==> config.mk <==
export PLATFORM = sky130hd
export DESIGN_NAME = axi_burst_undec_slv
export DESIGN_NICKNAME = d
export VERILOG_FILES = /design/src/rtl/axi_burst_undec_slv.sv
export SDC_FILE = /design/constraint.sdc
export NUM_CORES = 2
export LEC_CHECK = 0
export CORE_UTILIZATION = 45
export DETAILED_ROUTE_END_ITERATION = 7
export GPL_ROUTABILITY_DRIVEN = 0
export REMOVE_ABC_BUFFERS = 1
export SETUP_SLACK_MARGIN = 0.2
export SYNTH_ARGS = -nofsm -noshare
export SYNTH_HDL_FRONTEND = slang
export SYNTH_SLANG_ARGS = --single-unit
==> constraint.sdc <==
create_clock -name clk_i -period 87.1 [get_ports clk_i]
set_input_delay 13.065 -clock clk_i [delete_from_list [all_inputs] [get_ports clk_i]]
set_output_delay 13.065 -clock clk_i [all_outputs]
set_load 0.03 [all_outputs]
==> src/rtl/axi_burst_undec_slv.sv <==
// AXI4 subordinate that terminates undecided bursts (burst = 2'b11) into NumSlots
// burst-sized buffers. Each burst is TotalBurstLength bits. Write and read FSMs run independently.
package axi_burst_undec_pkg;
    localparam int unsigned IdW   = 4;
    localparam int unsigned AddrW = 32;
    localparam int unsigned DataW = 128;
    localparam int unsigned StrbW = DataW / 8;

    typedef struct packed {
        logic [IdW-1:0]   id;
        logic [AddrW-1:0] addr;
        logic [7:0]       len;
        logic [2:0]       size;
        logic [1:0]       burst;
    } aw_chan_t;

    typedef aw_chan_t ar_chan_t;

    typedef struct packed {
        logic [DataW-1:0] data;
        logic [StrbW-1:0] strb;
        logic             last;
    } w_chan_t;

    typedef struct packed {
        logic [IdW-1:0] id;
        logic [1:0]     resp;
        logic           user;
    } b_chan_t;

    typedef struct packed {
        logic [IdW-1:0]   id;
        logic [DataW-1:0] data;
        logic [1:0]       resp;
        logic             last;
        logic             user;
    } r_chan_t;

    typedef struct packed {
        aw_chan_t aw;
        logic     aw_valid;
        w_chan_t  w;
        logic     w_valid;
        logic     b_ready;
        ar_chan_t ar;
        logic     ar_valid;
        logic     r_ready;
    } axi_req_t;

    typedef struct packed {
        logic    aw_ready;
        logic    w_ready;
        b_chan_t b;
        logic    b_valid;
        logic    ar_ready;
        r_chan_t r;
        logic    r_valid;
    } axi_resp_t;
endpackage

module axi_burst_undec_slv #(
    parameter int unsigned TotalBurstLength = 512,
    parameter int unsigned DataWidth        = 128,
    parameter int unsigned NumSlots         = 4,
    parameter type aw_chan_t  = axi_burst_undec_pkg::aw_chan_t,
    parameter type w_chan_t   = axi_burst_undec_pkg::w_chan_t,
    parameter type b_chan_t   = axi_burst_undec_pkg::b_chan_t,
    parameter type ar_chan_t  = axi_burst_undec_pkg::ar_chan_t,
    parameter type r_chan_t   = axi_burst_undec_pkg::r_chan_t,
    parameter type axi_req_t  = axi_burst_undec_pkg::axi_req_t,
    parameter type axi_resp_t = axi_burst_undec_pkg::axi_resp_t
) (
    input  logic      clk_i,
    input  logic      rst_i,
    input  axi_req_t  slv_req_i,
    output axi_resp_t slv_resp_o
);
    localparam int unsigned Beats  = TotalBurstLength / DataWidth;
    localparam int unsigned OffW   = $clog2(TotalBurstLength / 8);
    localparam int unsigned SlotW  = (NumSlots > 1) ? $clog2(NumSlots) : 1;
    localparam int unsigned CntW   = $clog2(Beats) + 1;
    localparam int unsigned MemD   = NumSlots * Beats;
    localparam int unsigned MemAW  = (MemD > 1) ? $clog2(MemD) : 1;
    localparam logic [CntW-1:0] CntMax  = '1;
    localparam logic [CntW-1:0] CntLast = CntW'(Beats - 1);
    localparam logic [1:0] RespOkay   = 2'b00;
    localparam logic [1:0] RespSlverr = 2'b10;

    localparam logic [1:0] W_IDLE = 2'd0;
    localparam logic [1:0] W_DATA = 2'd1;
    localparam logic [1:0] W_RESP = 2'd2;
    localparam logic [0:0] R_IDLE = 1'b0;
    localparam logic [0:0] R_DATA = 1'b1;

    if (TotalBurstLength % DataWidth != 0) begin : g_chk_len
        $error("TotalBurstLength must be a multiple of DataWidth");
    end
    if (Beats < 1) begin : g_chk_beats
        $error("Beats must be at least 1");
    end
    if ((NumSlots & (NumSlots - 1)) != 0 || NumSlots < 1) begin : g_chk_slots
        $error("NumSlots must be a power of two");
    end

    logic [1:0]           w_state_q, w_state_d;
    logic [$bits(slv_req_i.aw.id)-1:0] w_id_q, w_id_d, r_id_q, r_id_d;
    logic [SlotW-1:0]     w_slot_q, w_slot_d, r_slot_q, r_slot_d;
    logic [CntW-1:0]      w_cnt_q, w_cnt_d, r_cnt_q, r_cnt_d;
    logic                 w_bad_q, w_bad_d, w_err_q, w_err_d;
    logic [0:0]           r_state_q, r_state_d;
    logic                 r_bad_q, r_bad_d;
    logic                 mem_we;
    logic [MemAW-1:0]     w_idx, r_idx;
    logic [DataWidth-1:0] mem_q [MemD];
    logic                 unused_req;

    // Only the slot bits and a few control fields matter; the rest of the request is ignored.
    assign unused_req = ^slv_req_i;

    assign w_idx = MemAW'(w_slot_q) * MemAW'(Beats) + MemAW'(w_cnt_q);
    assign r_idx = MemAW'(r_slot_q) * MemAW'(Beats) + MemAW'(r_cnt_q);

    always_comb begin
        w_state_d = w_state_q;
        w_id_d    = w_id_q;
        w_slot_d  = w_slot_q;
        w_bad_d   = w_bad_q;
        w_cnt_d   = w_cnt_q;
        w_err_d   = w_err_q;
        mem_we    = 1'b0;
        case (w_state_q)
            W_IDLE: if (slv_req_i.aw_valid) begin
                w_id_d    = slv_req_i.aw.id;
                w_slot_d  = (NumSlots > 1) ? slv_req_i.aw.addr[OffW +: SlotW] : '0;
                w_bad_d   = (slv_req_i.aw.burst != 2'b11);
                w_cnt_d   = '0;
                w_err_d   = 1'b0;
                w_state_d = W_DATA;
            end
            W_DATA: if (slv_req_i.w_valid) begin
                // Beats beyond the buffer are swallowed until last; the counter saturates.
                mem_we = (w_cnt_q < CntW'(Beats)) && !w_bad_q;
                if (w_cnt_q != CntMax) w_cnt_d = w_cnt_q + 1'b1;
                if (slv_req_i.w.last) begin
                    w_err_d   = w_bad_q || (w_cnt_q != CntLast);
                    w_state_d = W_RESP;
                end
            end
            W_RESP: if (slv_req_i.b_ready) w_state_d = W_IDLE;
            default: w_state_d = W_IDLE;
        endcase
    end

    always_comb begin
        r_state_d = r_state_q;
        r_id_d    = r_id_q;
        r_slot_d  = r_slot_q;
        r_bad_d   = r_bad_q;
        r_cnt_d   = r_cnt_q;
        case (r_state_q)
            R_IDLE: if (slv_req_i.ar_valid) begin
                r_id_d    = slv_req_i.ar.id;
                r_slot_d  = (NumSlots > 1) ? slv_req_i.ar.addr[OffW +: SlotW] : '0;
                r_bad_d   = (slv_req_i.ar.burst != 2'b11);
                r_cnt_d   = '0;
                r_state_d = R_DATA;
            end
            R_DATA: if (slv_req_i.r_ready) begin
                if (r_cnt_q == CntLast) r_state_d = R_IDLE;
                else                    r_cnt_d   = r_cnt_q + 1'b1;
            end
            default: r_state_d = R_IDLE;
        endcase
    end

    always_ff @(posedge clk_i or posedge rst_i) begin
        if (rst_i) begin
            w_state_q <= W_IDLE;
            w_id_q    <= '0;
            w_slot_q  <= '0;
            w_bad_q   <= 1'b0;
            w_cnt_q   <= '0;
            w_err_q   <= 1'b0;
            r_state_q <= R_IDLE;
            r_id_q    <= '0;
            r_slot_q  <= '0;
            r_bad_q   <= 1'b0;
            r_cnt_q   <= '0;
        end else begin
            w_state_q <= w_state_d;
            w_id_q    <= w_id_d;
            w_slot_q  <= w_slot_d;
            w_bad_q   <= w_bad_d;
            w_cnt_q   <= w_cnt_d;
            w_err_q   <= w_err_d;
            r_state_q <= r_state_d;
            r_id_q    <= r_id_d;
            r_slot_q  <= r_slot_d;
            r_bad_q   <= r_bad_d;
            r_cnt_q   <= r_cnt_d;
        end
    end

    always_ff @(posedge clk_i or posedge rst_i) begin
        if (rst_i) begin
            mem_q <= '{default: '0};
        end else if (mem_we) begin
            for (int b = 0; b < DataWidth / 8; b++) begin
                if (slv_req_i.w.strb[b]) mem_q[w_idx][b*8 +: 8] <= slv_req_i.w.data[b*8 +: 8];
            end
        end
    end

    // Outputs are forced low while reset is asserted, not just after the first edge.
    always_comb begin
        slv_resp_o = '0;
        if (!rst_i) begin
            slv_resp_o.aw_ready = (w_state_q == W_IDLE);
            slv_resp_o.w_ready  = (w_state_q == W_DATA);
            slv_resp_o.b_valid  = (w_state_q == W_RESP);
            slv_resp_o.b.id     = w_id_q;
            slv_resp_o.b.resp   = w_err_q ? RespSlverr : RespOkay;
            slv_resp_o.ar_ready = (r_state_q == R_IDLE);
            slv_resp_o.r_valid  = (r_state_q == R_DATA);
            slv_resp_o.r.id     = r_id_q;
            slv_resp_o.r.data   = r_bad_q ? '0 : mem_q[r_idx];
            slv_resp_o.r.resp   = r_bad_q ? RespSlverr : RespOkay;
            slv_resp_o.r.last   = (r_cnt_q == CntLast);
        end
    end
endmodule

==> reports/qor.yml <==
layout:
  drive_above_1_share: 0.520
  final_common_cell: "sky130_fd_sc_hd__dfrtp_1"
  synthToLayoutAreaGrowth_pct: 13.7
  final_cell_mix: "sky130_fd_sc_hd__dfrtp_1, sky130_fd_sc_hd__mux2_2, sky130_fd_sc_hd__mux4_2, sky130_fd_sc_hd__clkdlybuf4s50_1, sky130_fd_sc_hd__nand2_1"
  stdcell_area_um2: 110000
  finalNetCount: 6400
yosys:
  synth_largest_area_cell: "sky130_fd_sc_hd__dfrtp_1"
  yosysSeqAreaShare: 0.539
  synthesis.instances: 5887
  yosys.cell_types.count: 51
  synth-edff-count: 0
  syn-cell-area_um2: 96300
  yosys_register_bits: 2072
  syn_area_per_cell_um2: 16.4
  ys_async_sr_fraction: 1.00
  netlist_top_cells_area: "sky130_fd_sc_hd__dfrtp_1, sky130_fd_sc_hd__mux2_2, sky130_fd_sc_hd__mux4_2"
  yosys_warns: 0
  synth_top_cell_area_share: 0.539
  ys_dominant_reg_cell: "sky130_fd_sc_hd__dfrtp_1"
setup_path:
  critPathMaxFanout: 42
  ws_path_type: "input port to output pin"
  r2r-end: "mem_q[716]"
  crit_end_category: "output pin"
  ff2ff_setup_slack_ps: 83130
  critical_path_arrival_ps: 17790
  reg2reg_from: "w_state_q[1]"
  critical_path_required_ps: 74040
  kind_of_launch_point_of_the_worst_setup_path: "input port"
  worst_r2r_path_depth: 4
place:
  port_buffers: 311
  half_perimeter_wire_length_after_placement_um: 154000
  placed_area_um2: 102000
floorplanning:
  die_w_um: 465
  design.portCount: 398
  core_area_um2: 212000
  rows: 169
  dieHeight_um: 465
  initial_core_util: 0.453
  die_area_um2: 216000
global_route:
  initial_antenna_violation_count: 27
  grtUsageTotal: 0.234
  global_route_wire_length_before_repair_um: 381000
  grt_start_max_net_pins: 184
  number_of_global_route_vias_before_repair: 56700
  globalRouteOverflowTotal: 0
power_and_ir_drop:
  power_density_nw_per_um2: 29.0
  total_power_w: 0.00318
  worst_ir_drop_vdd_mv: 0.0309
  power_leakage_nw: 53.1
detailed_routing:
  post-route-drc-count: 38
  drt_first_pass_iters: 8
  dr_total_vias: 52600
  routed_via_density: 5.74
  finalWirelength_um: 247000
  initialDrtViolationCount: 3218
  post_route_ant_nets: 0
  wl_per_cell_um: 27.0
clock_tree:
  cts.clk_slew.worst_paths_ps: 60
  clock_latency_ps: 880
  clock_root_buffer: "sky130_fd_sc_hd__clkbuf_16"
  count_of_cells_resized_by_post_cts_repair: 0
  cts.path.max_buffers: 3
  clock_sinks: 2072
  post_cts_hold_buffers: 0
  cts-buffers-inserted: 221
  number_of_setup_buffers_added_after_cts: 0
  tritoncts: "yes"
  cts_htree_levels: 4
flow_run:
  drv_cap: 0
worst_hold_path:
  worst_hold_startpoint: "mem_q[1054]"
  worst_hold_path_type: "flip-flop to flip-flop"
  min_path_cells: 1
  whs_endpoint: "mem_q[1054]"
sta:
  maxSlewHeadroom: 0.229
  final.setup.tns_ps: 0
  period_share: 0.354
  final_period_minus_worst_setup_slack_ps: 30850
  rsz0062_at_grt: "false"
  finalHoldViolations: 0
  timing_worst_slew_pin_value_ps: 1160
  clock_skew_ps: 39.4
  timing.fmax_ghz: 0.0324
  report.final.slew_viol_count: 0
  setup_violations: 0
outcome:
  violated_checks: "design-rule violations"
  run_status: "finished with violations"
==> cell usage after synthesis, types with 2 or more instances <==
library cell and n:
sky130_fd_sc_hd__dfrtp_1 2072, sky130_fd_sc_hd__mux2_2 1977, sky130_fd_sc_hd__mux4_2 510, sky130_fd_sc_hd__nand2_1 260, sky130_fd_sc_hd__clkbuf_1 243, sky130_fd_sc_hd__nor2_8 152
sky130_fd_sc_hd__a21oi_1 127, sky130_fd_sc_hd__a221o_1 127, sky130_fd_sc_hd__nor2_2 90, sky130_fd_sc_hd__mux2_4 80, sky130_fd_sc_hd__buf_2 55, sky130_fd_sc_hd__buf_1 23
sky130_fd_sc_hd__nand3_2 22, sky130_fd_sc_hd__buf_6 17, sky130_fd_sc_hd__nor2b_1 15, sky130_fd_sc_hd__nor2_4 14, sky130_fd_sc_hd__nor2_1 11, sky130_fd_sc_hd__buf_12 10
sky130_fd_sc_hd__ha_1 10, sky130_fd_sc_hd__nand3_4 10, sky130_fd_sc_hd__o21ai_0 7, sky130_fd_sc_hd__buf_4 5, sky130_fd_sc_hd__inv_1 5, sky130_fd_sc_hd__mux2_1 5
sky130_fd_sc_hd__nand2b_1 4, sky130_fd_sc_hd__a31oi_1 3, sky130_fd_sc_hd__buf_8 3, sky130_fd_sc_hd__mux2i_1 3, sky130_fd_sc_hd__a22o_1 2, sky130_fd_sc_hd__inv_2 2
sky130_fd_sc_hd__nand3_1 2, sky130_fd_sc_hd__nand3b_1 2
==> worst max path at each step <==
stage | endpoint | slack [ps] | from
finish | slv_resp_o[63] | 56250 | rst_i
global route | slv_resp_o[66] | 56040 | rst_i
CTS | slv_resp_o[81] | 56110 | rst_i
detailed placement | slv_resp_o[81] | 56100 | rst_i
global placement | slv_resp_o[81] | 56100 | rst_i
floorplan | slv_resp_o[146] | 14910 | rst_i
==> metal layers <==
| layer | up-vias | global-route usage | wire, µm | share of wire |
|---|---|---|---|---|
| li1 | 22700 | - | - | - |
| met1 | 28700 | 0.328 | 111000 | 0.45 |
| met2 | 876 | 0.374 | 119000 | 0.48 |
| met3 | 384 | 0.0389 | 9770 | 0.039 |
| met4 | 22 | 0.0726 | 7450 | 0.030 |
| met5 | - | 0 | 144 | 0.00058 |
==> logic make-up (layout without fill, tap and decap cells) <==
| family | Yosys count | after routing | share of synthesized area |
|---|---|---|---|
| adder cells (fa/ha/maj) | 10 | 10 | 0.00130 |
| XOR/XNOR | 4 | 4 | 0.000754 |
| buffers and inverters | 364 | 805 | 0.0185 |
| AO/OA/AOI/OAI | 271 | 271 | 0.0210 |
| other | 1 | 18 | 0.0000390 |
| AND/OR/NAND/NOR | 590 | 590 | 0.0560 |
| multiplexers | 2575 | 2575 | 0.364 |
| flip-flops | 2072 | 2072 | 0.539 |
==> worst max-delay path: stages <==
cell and delay, ps:
sky130_fd_sc_hd__clkdlybuf4s50_1 810, sky130_fd_sc_hd__nor2_1 480, sky130_fd_sc_hd__nand2_4 490, sky130_fd_sc_hd__buf_4 600, sky130_fd_sc_hd__nor2_4 680, sky130_fd_sc_hd__buf_4 500
sky130_fd_sc_hd__a221o_1 360, sky130_fd_sc_hd__clkdlybuf4s50_1 710
==> layout make-up <==
class / instances / area [µm²]
diodes: 14 / 35.0
clock buffers: 355 / 6750
clock inverters: 59 / 721
fillers: 17600 / 103000
inverters: 7 / 38.8
multi-input cells: 3454 / 42800
flip-flops and latches: 2072 / 51900
well taps: 2821 / 3530
repair buffers: 384 / 3740
==> sequential cells by signal, summed over array words and instances (netlist names) <==
signal / count
w_slot_q: 2
r_slot_q: 2
w_cnt_q: 3
w_bad_q: 1
w_state_q: 2
r_id_q: 4
r_cnt_q: 3
w_err_q: 1
r_state_q: 1
w_id_q: 4
mem_q: 2048
r_bad_q: 1
==> report_power, final <==
group	switching, W	internal (W)	leakage (nW)
Sequential	0.000127	0.00120	28.6
Clock	0.000396	0.000564	3.69
Combinational	0.000460	0.000430	20.8
Total	0.000982	0.00220	53.1
==> through the flow <==
stage,util,hold slack [ps],setup WS (ps),cells
global route,0.516,507,56040,9164
floorplan,-,453,14910,5533
finish,0.516,481,56250,9166
CTS,0.516,487,56110,9152
global placement,0.480,463,56100,8738
detailed placement,0.480,475,56100,8738
Power figures use the tool's default switching activity.
